===== src/rtl/prince_fwd_rounds.sv =====
`default_nettype none
// +----------------------------------------------------------------------------+
// | prince_fwd_rounds                                                          |
// | Iterative PRINCE forward half: rounds 1..NROUNDS on a 64-bit state, one    |
// | round (S, M', ShiftRows, ^RC_i, ^k1) per clock with valid/ready handshake. |
// | Revision: 1.0                                                              |
// +----------------------------------------------------------------------------+
module prince_fwd_rounds #(
  parameter int NROUNDS = 5,
  parameter int CW      = 3
) (
  input  logic        clk,
  input  logic        rst_n,
  input  logic        in_valid,
  output logic        in_ready,
  input  logic [63:0] in_data,
  input  logic [63:0] in_k1,
  output logic        out_valid,
  input  logic        out_ready,
  output logic [63:0] out_data
);

  typedef enum logic [1:0] {
    IDLE = 2'd0,
    RUN  = 2'd1,
    DONE = 2'd2
  } fsm_t;

  localparam logic [CW-1:0] C_LAST_RND = CW'(NROUNDS);
  localparam logic [CW-1:0] C_ONE      = CW'(1);

  localparam logic [63:0] C_RC1 = 64'h13198a2e03707344;
  localparam logic [63:0] C_RC2 = 64'ha4093822299f31d0;
  localparam logic [63:0] C_RC3 = 64'h082efa98ec4e6c89;
  localparam logic [63:0] C_RC4 = 64'h452821e638d01377;
  localparam logic [63:0] C_RC5 = 64'hbe5466cf34e90c6c;

  fsm_t          fsm_q, fsm_d;
  logic [CW-1:0] cnt_q, cnt_d;
  logic [63:0]   st_q, st_d;
  logic [63:0]   key_q, key_d;
  logic          out_valid_q, out_valid_d;

  logic [63:0]   w_sb;
  logic [63:0]   w_mp;
  logic [63:0]   w_sr;
  logic [63:0]   w_rc;
  logic [63:0]   w_rnd;

  function automatic logic [3:0] sbox(input logic [3:0] x);
    logic [3:0] y;
    case (x)
      4'h0: y = 4'hB;
      4'h1: y = 4'hF;
      4'h2: y = 4'h3;
      4'h3: y = 4'h2;
      4'h4: y = 4'hA;
      4'h5: y = 4'hC;
      4'h6: y = 4'h9;
      4'h7: y = 4'h1;
      4'h8: y = 4'h6;
      4'h9: y = 4'h7;
      4'hA: y = 4'h8;
      4'hB: y = 4'h0;
      4'hC: y = 4'hE;
      4'hD: y = 4'h5;
      4'hE: y = 4'hD;
      default: y = 4'h4;
    endcase
    return y;
  endfunction

  // S-layer: nibble n lives at bits [63-4n -: 4], nibble 0 is the MSB nibble.
  for (genvar n = 0; n < 16; n++) begin : g_sbox
    assign w_sb[63-4*n -: 4] = sbox(st_q[63-4*n -: 4]);
  end

  // M'-layer as diag(M0^, M1^, M1^, M0^) on 16-bit chunks. Each output bit is the
  // column parity of its chunk with the single masked-out term cancelled again.
  for (genvar c = 0; c < 4; c++) begin : g_mp_chunk
    localparam int SEL = ((c == 0) || (c == 3)) ? 0 : 1;
    logic [3:0] w_par;
    assign w_par = w_sb[63-16*c -: 4] ^ w_sb[59-16*c -: 4] ^
                   w_sb[55-16*c -: 4] ^ w_sb[51-16*c -: 4];
    for (genvar j = 0; j < 4; j++) begin : g_mp_nib
      for (genvar i = 0; i < 4; i++) begin : g_mp_bit
        localparam int K = (i - j - SEL + 8) % 4;
        assign w_mp[63-4*(4*c+j)-i] = w_par[3-i] ^ w_sb[63-4*(4*c+K)-i];
      end
    end
  end

  // ShiftRows permutation P[i] is 5*i mod 16.
  for (genvar i = 0; i < 16; i++) begin : g_shift_rows
    assign w_sr[63-4*i -: 4] = w_mp[63-4*((5*i)%16) -: 4];
  end

  always_comb begin
    w_rc = 64'h0;
    case (int'(cnt_q))
      1:       w_rc = C_RC1;
      2:       w_rc = C_RC2;
      3:       w_rc = C_RC3;
      4:       w_rc = C_RC4;
      5:       w_rc = C_RC5;
      default: w_rc = 64'h0;
    endcase
  end

  assign w_rnd = w_sr ^ w_rc ^ key_q;

  assign in_ready  = (fsm_q == IDLE) | ((fsm_q == DONE) & out_ready);
  assign out_valid = out_valid_q;
  assign out_data  = st_q;

  always_comb begin
    fsm_d       = fsm_q;
    cnt_d       = cnt_q;
    st_d        = st_q;
    key_d       = key_q;
    out_valid_d = out_valid_q;
    case (fsm_q)
      IDLE: begin
        if (in_valid) begin
          st_d  = in_data;
          key_d = in_k1;
          cnt_d = C_ONE;
          fsm_d = RUN;
        end
      end
      RUN: begin
        st_d = w_rnd;
        if (cnt_q == C_LAST_RND) begin
          fsm_d       = DONE;
          out_valid_d = 1'b1;
        end else begin
          cnt_d = cnt_q + C_ONE;
        end
      end
      DONE: begin
        if (out_ready) begin
          out_valid_d = 1'b0;
          // Handoff and next load share the same edge to keep NROUNDS+1 throughput.
          if (in_valid) begin
            st_d  = in_data;
            key_d = in_k1;
            cnt_d = C_ONE;
            fsm_d = RUN;
          end else begin
            fsm_d = IDLE;
          end
        end
      end
      default: begin
        fsm_d       = IDLE;
        out_valid_d = 1'b0;
      end
    endcase
  end

  always_ff @(posedge clk or negedge rst_n) begin
    if (!rst_n) begin
      fsm_q       <= IDLE;
      cnt_q       <= '0;
      st_q        <= '0;
      key_q       <= '0;
      out_valid_q <= 1'b0;
    end else begin
      fsm_q       <= fsm_d;
      cnt_q       <= cnt_d;
      st_q        <= st_d;
      key_q       <= key_d;
      out_valid_q <= out_valid_d;
    end
  end

endmodule
`default_nettype wire


===== config.mk =====
export PLATFORM = sky130hd
export DESIGN_NAME = prince_fwd_rounds
export DESIGN_NICKNAME = d
export VERILOG_FILES = /design/src/rtl/prince_fwd_rounds.sv
export SDC_FILE = /design/constraint.sdc
export NUM_CORES = 1
export LEC_CHECK = 0
export CAP_MARGIN = 0
export CORE_AREA = 2 2 152 139
export DETAILED_ROUTE_END_ITERATION = 8
export DIE_AREA = 0 0 154 141
export DONT_BUFFER_PORTS = 1
export HOLD_SLACK_MARGIN = 0.02
export PLACE_DENSITY = 0.65
export SETUP_SLACK_MARGIN = 0.15
export SLEW_MARGIN = 20
export SYNTH_ARGS = -nofsm -noshare
export SYNTH_HDL_FRONTEND = slang
export SYNTH_SLANG_ARGS = --single-unit

===== constraint.sdc =====
create_clock -name clk -period 3 [get_ports clk]
set_clock_uncertainty 0.2 [all_clocks]
set_input_delay 0 -clock clk [delete_from_list [all_inputs] [get_ports clk]]
set_output_delay 0 -clock clk [all_outputs]
set_load 0.005 [all_outputs]

==> flow_summary.json <==
{
  "grt_pass1_wl_um": 49200,
  "clkTransAtPathRegs_ps": 60,
  "status": "finished, violations left",
  "vias": 8786,
  "yosys.cell_types.count": 51,
  "ys_dominant_reg_cell": "dfrtp_1",
  "worstRegToRegCells": 7,
  "clock_sinks": 134,
  "synth_top_area_cell": "dfrtp_1",
  "crit_type": "register to register",
  "seq_area_frac_synth_pct": 33.3,
  "ios": 198,
  "clk_latency_ps": 430,
  "die_h_um": 141,
  "min_period_over_period_pct": 91.3,
  "synth_top_area_share_pct": 33.3,
  "track_usage_pct": 29.9,
  "drc_errors": 0,
  "utilization_pct": 65.3,
  "grt_max_degree": 135,
  "postCtsSetupBuffers": 0,
  "grt-ovfl-total": 0,
  "tns_ps": 0,
  "stdcell_area_mm2": 0.0133,
  "portBuffers": 0,
  "required_ps": 3170,
  "synth_fp_nets": 1333,
  "syn_inst": 1114,
  "syn_to_final_growth_pct": 31.9,
  "finalSetupViolCount": 0,
  "critical_path.startpoint_type": "register",
  "crit_end": "key_q[61]",
  "num-nets-final": 1545,
  "synthArstFlopShare_pct": 100,
  "grt_pass1_vias": 8742,
  "synthTopCellsByArea": "dfrtp_1 (33%), xnor2_1 (13%), ha_1 (11%)",
  "antenna_found_initial": 1,
  "first_pass_iters": 5,
  "r2r-start": "fsm_q[0]",
  "fin_crit_ps": 2740,
  "cts_buffers": 17,
  "startpoint": "fsm_q[0]",
  "rrSetupSlack_ps": 260,
  "gp_congestion": 0.955,
  "clock.fmax_ghz": 0.365,
  "holdWs_ps": -934,
  "slew_headroom_pct": 51.8,
  "rows": 50,
  "detailed_place_hpwl_um": 22500,
  "cts_root_buf": "clkbuf_16",
  "hp-class": "input pin to asynchronous set/reset pin",
  "rsz0062_at_grt": "no",
  "worstPathArrival_ps": 2900,
  "tightest_slew_ps": 719,
  "end_kind": "register",
  "initialDrtViolationCount": 883,
  "final_cell_mix": "nand2_1 (267), dlygate4sd3_1 (220), xnor2_1 (155)",
  "violations": "hold timing",
  "synth-edff-count": 0,
  "vias_per_cell": 5.49,
  "synth_seq_cells": 134,
  "place_area_mm2": 0.0104,
  "core_area_mm2": 0.0203,
  "die-area_mm2": 0.0217,
  "die_width_um": 154,
  "cts_buffer_depth": 2,
  "syn_area_mm2": 0.0101,
  "cts_tree": "built",
  "wl_um": 32200,
  "htreeDepth": 4,
  "maxCapViolations": 0,
  "avgSynthCellArea_um2": 9.03,
  "drive_gt1_share_pct": 6.73,
  "drv_slew": 0,
  "hold_violations": 134,
  "reg2reg_to": "key_q[61]",
  "final_common_cell": "nand2_1",
  "yosys_warnings": 0,
  "start_util_pct": 49.5,
  "ant_nets": 0,
  "cts_hold_buf": 220,
  "wl_per_cell_um": 20.2,
  "cp_max_fo": 20
}
## cell usage after synthesis (2+ instances only)
cell type,instances
nand2_1,268
xnor2_1,155
dfrtp_1,134
ha_1,87
inv_1,71
o21ai_0,53
xor2_1,46
nor2_1,39
clkbuf_1,31
a21oi_1,29
a31oi_1,24
a22oi_1,18
mux4_2,17
nand3b_1,15
nand2b_1,14
buf_2,13
a211oi_1,9
nor3_1,9
xnor3_1,8
and2_1,6
mux2_2,6
mux2i_1,6
o22ai_1,6
and3_1,5
o21ai_1,5
a221oi_1,3
a311oi_1,3
nand3_1,3
nor2b_1,3
a21oi_2,2
a311oi_4,2
buf_1,2
mux4_1,2
o211ai_1,2
xor2_2,2
## cell type report
cell class	instances	area, um2
antenna	1	2.50
timing repair buffer	239	2410
fill	1625	7060
multi-input combinational	863	6270
inverter	71	267
clock inverter	7	141
tap	260	325
sequential	134	3350
clock buffer	24	502
## kinds of logic after synthesis
group,Yosys count,synth area share (%)
multiplexers,31,5.60
adder cells (fa/ha/maj),87,10.8
AO/OA/AOI/OAI,163,10.3
AND/OR/NAND/NOR,368,15.4
XOR/XNOR,213,20.0
buffers and inverters,118,4.58
flip-flops,134,33.3
## metal layers
| metal | share of wire, % | vias to the layer above | GRT usage, % |
|---|---|---|---|
| met5 | 0 | - | 0 |
| met4 | 3.4 | 0 | 12.3 |
| met3 | 8.1 | 71 | 6.73 |
| met2 | 46 | 403 | 46.3 |
| met1 | 43 | 4232 | 40.6 |
| li1 | - | 4080 | - |
## stage by stage
stage          hold slack (ps)  setup slack (ps)  cells
2_1_floorplan             -496               583   1114
3_3_place_gp              -488               326   1346
3_5_place_dp              -489               305   1346
4_1_cts                   -945               194   1597
5_1_grt                   -949               162   1598
6_report                  -934               261   1599
## flip-flops by register name, summed over array words and instances (netlist names)
signal / flops
out_data: 64
out_valid: 1
key_q: 64
cnt_q: 3
fsm_q: 2
## worst min-delay path by stage
| stage | end |
|---|---|
| 4_1_cts | key_q[13] |
| 3_5_place_dp | key_q[13] |
| 3_3_place_gp | key_q[13] |
| 6_report | key_q[13] |
| 5_1_grt | key_q[13] |
| 2_1_floorplan | cnt_q[0] |
## timing repair
| action | 4_1_cts | 5_1_grt |
|---|---|---|
| endpoints found under the hold margin | 266 | 134 |
| setup endpoints to repair | 0 | 12 |
| gates resized for setup | 0 | 1 |
## critical path, stage by stage (launching register included)
cell,delay (ps)
dfrtp_1,460
a21oi_1,150
buf_4,200
and2_4,350
nand2_1,100
dlygate4sd3_1,570
nand2_1,70
dlygate4sd3_1,560
Power is left out: the tool's default activity adds up to more than one toggle a clock period on the data nets, which glitch-free logic cannot reach.
